[config.mk]
export PLATFORM = sky130hd
export DESIGN_NAME = pcsp_mem_sequencer
export DESIGN_NICKNAME = d
export VERILOG_FILES = /design/src/rtl/pcsp_mem_sequencer.sv
export SDC_FILE = /design/constraint.sdc
export NUM_CORES = 1
export LEC_CHECK = 0
export CAP_MARGIN = 20
export CELL_PAD_IN_SITES_DETAIL_PLACEMENT = 0
export CELL_PAD_IN_SITES_GLOBAL_PLACEMENT = 1
export CORE_MARGIN = 2
export CORE_UTILIZATION = 34
export DETAILED_ROUTE_END_ITERATION = 10
export PLACE_DENSITY_LB_ADDON = 0.25
export SYNTH_ARGS = -nofsm -noshare
export SYNTH_HDL_FRONTEND = slang
export SYNTH_SLANG_ARGS = --single-unit
[constraint.sdc]
create_clock -name clock -period 2.85 [get_ports clock]
set_clock_uncertainty 0.1 [all_clocks]
set_input_delay 0.285 -clock clock [delete_from_list [all_inputs] [get_ports clock]]
set_output_delay 0.285 -clock clock [all_outputs]
set_load 0.05 [all_outputs]
[src/rtl/pcsp_mem_sequencer.sv]
// pcsp_mem_sequencer
//   Multicycle control FSM for the PC/SP/memory datapath. It fetches an
//   instruction, latches its opcode, then drives the datapath selects and
//   write enables for the execute, memory and writeback steps. Each memory
//   access (fetch or data) lasts MEM_WAIT extra cycles before its final
//   cycle. The block also keeps a sticky illegal-opcode flag and a count of
//   retired instructions.
//
// Ports
//   clock, reset      rising-edge clock, synchronous active-high reset
//   start             leave IDLE/HALT and begin fetching at the current PC
//   inst[15:0]        instruction register contents, opcode = inst[15:12]
//   comp_taken        branch condition, used by BR in EXEC
//   PCSrc, SPSrc      PC / SP next-value selects
//   SPWrite, PCWrite  SP / PC register enables
//   InstWrite         instruction register enable
//   MemWrite          memory write strobe, one pulse per store
//   MemSrc, MemDst    memory address select / write-data select
//   RegWrite          register-file write of the loaded value
//   LinkWrite         write PC into RA (JAL)
//   busy, halted      status: running / sitting in HALT
//   error             sticky illegal-opcode flag, cleared only by reset
//   instr_count       retired instructions, wraps modulo 2^CNT_W
//   state_dbg         current FSM state (IDLE=0 FETCH=1 DECODE=2 EXEC=3
//                     MEM=4 WB=5 HALT=6)
//
// Handshake: start is a level request sampled only while busy=0 (IDLE or
// HALT); the FSM accepts it on the same rising edge and busy rises in the
// following cycle. While busy=1, start is ignored.
module pcsp_mem_sequencer #(
  parameter int MEM_WAIT = 0,
  parameter int CNT_W    = 16
) (
  input  logic             clock,
  input  logic             reset,
  input  logic             start,
  input  logic [15:0]      inst,
  input  logic             comp_taken,
  output logic [2:0]       PCSrc,
  output logic [2:0]       SPSrc,
  output logic             SPWrite,
  output logic             PCWrite,
  output logic             InstWrite,
  output logic             MemWrite,
  output logic [1:0]       MemSrc,
  output logic [2:0]       MemDst,
  output logic             RegWrite,
  output logic             LinkWrite,
  output logic             busy,
  output logic             halted,
  output logic             error,
  output logic [CNT_W-1:0] instr_count,
  output logic [2:0]       state_dbg
);

  typedef enum logic [2:0] {
    S_IDLE   = 3'd0,
    S_FETCH  = 3'd1,
    S_DECODE = 3'd2,
    S_EXEC   = 3'd3,
    S_MEM    = 3'd4,
    S_WB     = 3'd5,
    S_HALT   = 3'd6
  } state_t;

  localparam logic [3:0] OP_ALU  = 4'd0;
  localparam logic [3:0] OP_LW   = 4'd1;
  localparam logic [3:0] OP_SW   = 4'd2;
  localparam logic [3:0] OP_PUSH = 4'd3;
  localparam logic [3:0] OP_POP  = 4'd4;
  localparam logic [3:0] OP_J    = 4'd5;
  localparam logic [3:0] OP_JAL  = 4'd6;
  localparam logic [3:0] OP_JR   = 4'd7;
  localparam logic [3:0] OP_BR   = 4'd8;
  localparam logic [3:0] OP_HALT = 4'd15;

  // Value of the wait counter on the final cycle of a memory access.
  localparam logic [2:0] WAIT_LAST = 3'(MEM_WAIT);

  state_t           state;
  state_t           state_next;
  logic [3:0]       opcode;
  logic [2:0]       wait_cnt;
  logic             error_q;
  logic [CNT_W-1:0] count_q;

  logic             mem_last;
  logic             wait_adv;
  logic             retire;
  logic             set_error;

  // Raw enables before reset gating.
  logic             sp_we;
  logic             pc_we;
  logic             inst_we;
  logic             mem_we;
  logic             reg_we;
  logic             link_we;

  // Only the opcode field of the instruction matters here.
  logic             unused_inst_bits;
  assign unused_inst_bits = ^inst[11:0];

  assign mem_last = (wait_cnt == WAIT_LAST);

  always_comb begin
    state_next = state;
    wait_adv   = 1'b0;
    retire     = 1'b0;
    set_error  = 1'b0;
    PCSrc      = 3'd0;
    SPSrc      = 3'd0;
    MemSrc     = 2'd0;
    MemDst     = 3'd0;
    sp_we      = 1'b0;
    pc_we      = 1'b0;
    inst_we    = 1'b0;
    mem_we     = 1'b0;
    reg_we     = 1'b0;
    link_we    = 1'b0;

    case (state)
      S_IDLE, S_HALT: begin
        if (start) state_next = S_FETCH;
      end

      S_FETCH: begin
        // MemSrc stays 0 (PC) for every fetch cycle.
        if (mem_last) begin
          inst_we    = 1'b1;
          pc_we      = 1'b1;
          state_next = S_DECODE;
        end else begin
          wait_adv = 1'b1;
        end
      end

      S_DECODE: begin
        state_next = S_EXEC;
      end

      S_EXEC: begin
        case (opcode)
          OP_ALU: begin
            retire     = 1'b1;
            state_next = S_FETCH;
          end
          OP_LW, OP_SW, OP_POP: begin
            state_next = S_MEM;
          end
          OP_PUSH: begin
            // Pre-decrement SP so MEM writes to the new top of stack.
            sp_we      = 1'b1;
            SPSrc      = 3'd1;
            state_next = S_MEM;
          end
          OP_J: begin
            pc_we      = 1'b1;
            PCSrc      = 3'd1;
            retire     = 1'b1;
            state_next = S_FETCH;
          end
          OP_JAL: begin
            link_we    = 1'b1;
            pc_we      = 1'b1;
            PCSrc      = 3'd1;
            retire     = 1'b1;
            state_next = S_FETCH;
          end
          OP_JR: begin
            pc_we      = 1'b1;
            PCSrc      = 3'd2;
            retire     = 1'b1;
            state_next = S_FETCH;
          end
          OP_BR: begin
            pc_we      = comp_taken;
            PCSrc      = 3'd4;
            retire     = 1'b1;
            state_next = S_FETCH;
          end
          OP_HALT: begin
            retire     = 1'b1;
            state_next = S_HALT;
          end
          default: begin
            // Opcodes 9..14 are illegal: stop without retiring.
            set_error  = 1'b1;
            state_next = S_HALT;
          end
        endcase
      end

      S_MEM: begin
        case (opcode)
          OP_LW:   MemSrc = 2'd2;
          OP_SW:   MemSrc = 2'd3;
          default: MemSrc = 2'd1;
        endcase
        if (opcode == OP_PUSH) MemDst = 3'd1;
        if (mem_last) begin
          if (opcode == OP_SW || opcode == OP_PUSH) begin
            mem_we     = 1'b1;
            retire     = 1'b1;
            state_next = S_FETCH;
          end else begin
            state_next = S_WB;
          end
        end else begin
          wait_adv = 1'b1;
        end
      end

      S_WB: begin
        reg_we = 1'b1;
        if (opcode == OP_POP) begin
          // Post-increment SP after the pop has been read.
          sp_we = 1'b1;
          SPSrc = 3'd2;
        end
        retire     = 1'b1;
        state_next = S_FETCH;
      end

      default: begin
        state_next = S_IDLE;
      end
    endcase
  end

  // Enables are forced low in the reset cycle so a store (or any register
  // update) that would coincide with reset never reaches the datapath.
  assign SPWrite   = sp_we   & ~reset;
  assign PCWrite   = pc_we   & ~reset;
  assign InstWrite = inst_we & ~reset;
  assign MemWrite  = mem_we  & ~reset;
  assign RegWrite  = reg_we  & ~reset;
  assign LinkWrite = link_we & ~reset;

  always_ff @(posedge clock) begin
    if (reset) begin
      state    <= S_IDLE;
      opcode   <= 4'd0;
      wait_cnt <= 3'd0;
      error_q  <= 1'b0;
      count_q  <= '0;
    end else begin
      state <= state_next;
      if (state == S_DECODE) opcode <= inst[15:12];
      // Counter returns to 0 on every final access cycle and in every
      // non-access state, so it is always 0 on entry to FETCH or MEM.
      wait_cnt <= wait_adv ? (wait_cnt + 3'd1) : 3'd0;
      if (set_error) error_q <= 1'b1;
      if (retire) count_q <= count_q + CNT_W'(1);
    end
  end

  assign busy        = (state != S_IDLE) && (state != S_HALT);
  assign halted      = (state == S_HALT);
  assign error       = error_q;
  assign instr_count = count_q;
  assign state_dbg   = state;

endmodule

==> summary.md <==
| Metric | Value |
|---|---|
| First-pass GRT wire length | 6.85 mm |
| Number of buffers inserted by port buffering | 43 |
| Final ANT Viol Nets | 0 |
| Worst skew pair latency | 0.28 ns |
| Grt total ovfl | 0 |
| H-tree levels | 1 |
| Fraction of synthesized area in multiplexers | 2.46% |
| Vias in the first global route | 1474 |
| Share of cells above drive strength 1 | 11.3% |
| Row cnt | 25 |
| Largest net degree at the start of global routing | 31 |
| Synth cell types | 41 |
| Largest family of logic cells by synthesized area | simple AND/OR/NAND/NOR gates |
| DR vias | 1613 |
| Fin Setup TNS | 0 ns |
| Clk sinks | 27 |
| Setup repair bufs after CTS | 0 |
| R2R setup slack | 0.72 ns |
| Nets | 271 |
| Synth Area in Compound Gates | 18.8% |
| GR peak layer | met2 |
| #FFs+latches synth | 27 |
| Final cell utilization of the core | 47.2% |
| Met3 Use GR | 2.49% |
| Drt initial violations | 125 |
| Die span in y | 73.2 um |
| Clock transition at path regs | 0.10 ns |
| Synth Warn # | 0 |
| Area Overhead vs Synth | 35.2% |
| Startpoint Class | register |
| CTS buffer count | 3 |
| Least-Margin Pin Slew | 0.541 ns |
| Synthesized cell area | 0.00163 sq mm |
| GRT met2 Usage | 25.7% |
| Core Area | 0.00466 sq mm |
| CP Cell Sequence | buf_4 > nand2b_1 > nor2_1 > and3_1 > clkdlybuf4s50_1 |
| Io pins | 59 |
| Vias per inst | 5.36 |
| Post-DR wirelength/cell | 13.4 um |
| Highest Clock Rate | 384 MHz |
| Initial DRT Pass Iterations | 4 |
| Unrepaired setup endpoints after global routing | false |
| Worst rel slew slack | 63.9% |
| Met1 Use GR | 22.0% |
| Final hold slack | 0.361 ns |
| Critical path data required time | 2.47 ns |
| Setup Viol. Count Final | 0 |
| Routability cong. | 0.830 |
| Total Routing Usage GR | 15.9% |
| Post-Syn Instances | 210 |
| Top cells by area, synth | dfxtp_1 33%, or3_1 6.1%, o21ai_0 5.8% |
| CP endpoint kind | output port |
| Simple-Gate Fraction of Synth Area | 32.5% |
| CP peak stage delay | 0.80 ns |
| LEAKAGE | 0.000724 uW |
| Xor/xnor share of the synthesized area | 2.15% |
| Final Hold Fails | 0 |
| Crit share post-route | 91.4% |
| Post-DP HPWL | 2.88 mm |
| Period minus WS final | 2.60 ns |
| Max VDD drop | 0.471 mV |
| Hold buffer count at CTS | 0 |
| Count of pins over their slew limit | 0 |
| Syn Area/Cell | 7.76 sq um |
| Crit path max fanout | 14 |
| Seq/Total Area, Yosys | 33.2% |
| TritonCTS clock tree | built |
| Pwr Density | 681 mW/mm^2 |
| DRC errors left | 0 |
| Routed WL | 4.03 mm |
| Die W | 73.2 um |
| Synth area leader | dfxtp_1 |
| N_diodes | 0 |
| Outcome | finished, final reports clean |
| Initial core utilization | 35.0% |
| Initial antenna violation count | 0 |
| Synth top area share | 33.2% |
| Critical Path AT | 2.22 ns |
| Max-Cap Viols | 0 |
| Kind of critical path | register to output port |
| Adder-cell share of the synthesized area | 2.92% |
| Area of the die | 0.00536 sq mm |
| Min-delay worst type | register to register |
| CTS root buf | clkbuf_8 |
| Slowest cell on the critical path | clkdlybuf4s50_1 |
| Max clock buf depth | 2 |
| Cts repair resizes | 0 |
[final timing paths]
| check | start | endpoint | cells past startpoint |
|---|---|---|---|
| worst max register to register | state_dbg[2]$_SDFFE_PP0P_ | instr_count[4]$_SDFFE_PP0P_ | 6 |
| worst min register to register | wait_cnt[0]$_SDFF_PP0_ | wait_cnt[0]$_SDFF_PP0_ | 1 |
| worst max-delay path | state_dbg[2]$_SDFFE_PP0P_ | PCSrc[2] | 5 |
| worst min-delay path | wait_cnt[0]$_SDFF_PP0_ | wait_cnt[0]$_SDFF_PP0_ | 1 |
[per-layer routing]
| metal | vias to the layer above | part of all wire [%] |
|---|---|---|
| met5 | - | 0 |
| met3 | 4 | 4.5 |
| met1 | 742 | 49 |
| met2 | 44 | 46 |
| met4 | 0 | 0.99 |
| li1 | 823 | - |
[flip-flops by register name (all words and copies together), names as in the netlist]
| register | flops |
|---|---|
| state_dbg | 3 |
| error | 1 |
| wait_cnt | 3 |
| instr_count | 16 |
| opcode | 4 |
[through the flow]
step	setup slack [ns]	instance area, sq um	cells	total power [uW]
2_1_floorplan	0.0388	1670	212	1070
3_3_place_gp	0.521	2150	297	1280
3_5_place_dp	0.531	2150	297	1280
4_1_cts	0.219	2200	301	1510
5_1_grt	0.0706	2200	301	1590
6_report	0.245	2200	301	1500
[cells in the mapped netlist (all sizes together)]
master,n
a2111oi,1
a211oi,1
a21oi,19
a221oi,2
a31o,1
a31oi,2
a41oi,2
and2,2
and3,3
and4,4
buf,8
clkbuf,9
conb,1
dfxtp,27
ha,3
inv,7
maj3,1
mux2i,4
nand2,11
nand2b,7
nand3,8
nand4,2
nand4bb,1
nor2,21
nor2b,5
nor3,8
nor3b,1
nor4,5
o21ai,19
o21ba,1
o311a,1
o41ai,1
or2,1
or3,16
or4,1
xnor2,3
xor2,1
[critical path: cells and delay by family, from the launching register on]
kind / cells / cell delay (ns)
AND/OR/NAND/NOR: 3 / 0.65
flip-flops: 1 / 0.32
buffers and inverters: 2 / 0.97
[cells in the final DEF (no fill, tap or decap), types with 2 or more instances in the layout]
master	synthesis	layout
nand2_1	11	11
clkdlybuf4s50_1	0	36
nor2b_1	5	5
and4_1	4	4
nand2b_1	7	7
a21oi_1	18	18
xnor2_1	3	3
clkbuf_8	0	3
dfxtp_1	27	27
o21ai_0	19	19
ha_1	3	3
and3_1	3	3
conb_1	1	3
nor2_1	21	21
a41oi_1	2	2
a31oi_1	2	2
nand3_1	8	8
nor3_1	7	6
nor4_2	0	4
mux2i_1	4	4
nand4_1	2	2
a221oi_1	2	2
or3_1	16	16
buf_12	0	5
and2_1	2	2
buf_4	3	7
inv_1	7	7
[where the power goes]
group          switching, uW  total, uW  internal, uW  leakage [uW]
logic                    477        775           298      0.000484
registers               80.1        494           414      0.000218
clock network            132        231          99.5     0.0000217
[cell type report]
type | count | area (sq um)
sequential | 27 | 541
timing repair buffer | 48 | 513
tap | 54 | 67.6
clock inverter | 1 | 7.51
multi-input combinational | 161 | 1010
clock buffer | 3 | 41.3
fill | 469 | 2460
inverter | 7 | 26.3
[kinds of logic (layout without fill, tap and decap cells)]
group / after synthesis / after routing
AND/OR/NAND/NOR: 96 / 96
AO/OA/AOI/OAI: 50 / 50
flip-flops: 27 / 27
buffers and inverters: 24 / 59
adder cells (fa/ha/maj): 4 / 4
XOR/XNOR: 4 / 4
multiplexers: 4 / 4
other: 1 / 3
(Power assumes the default switching activity.)
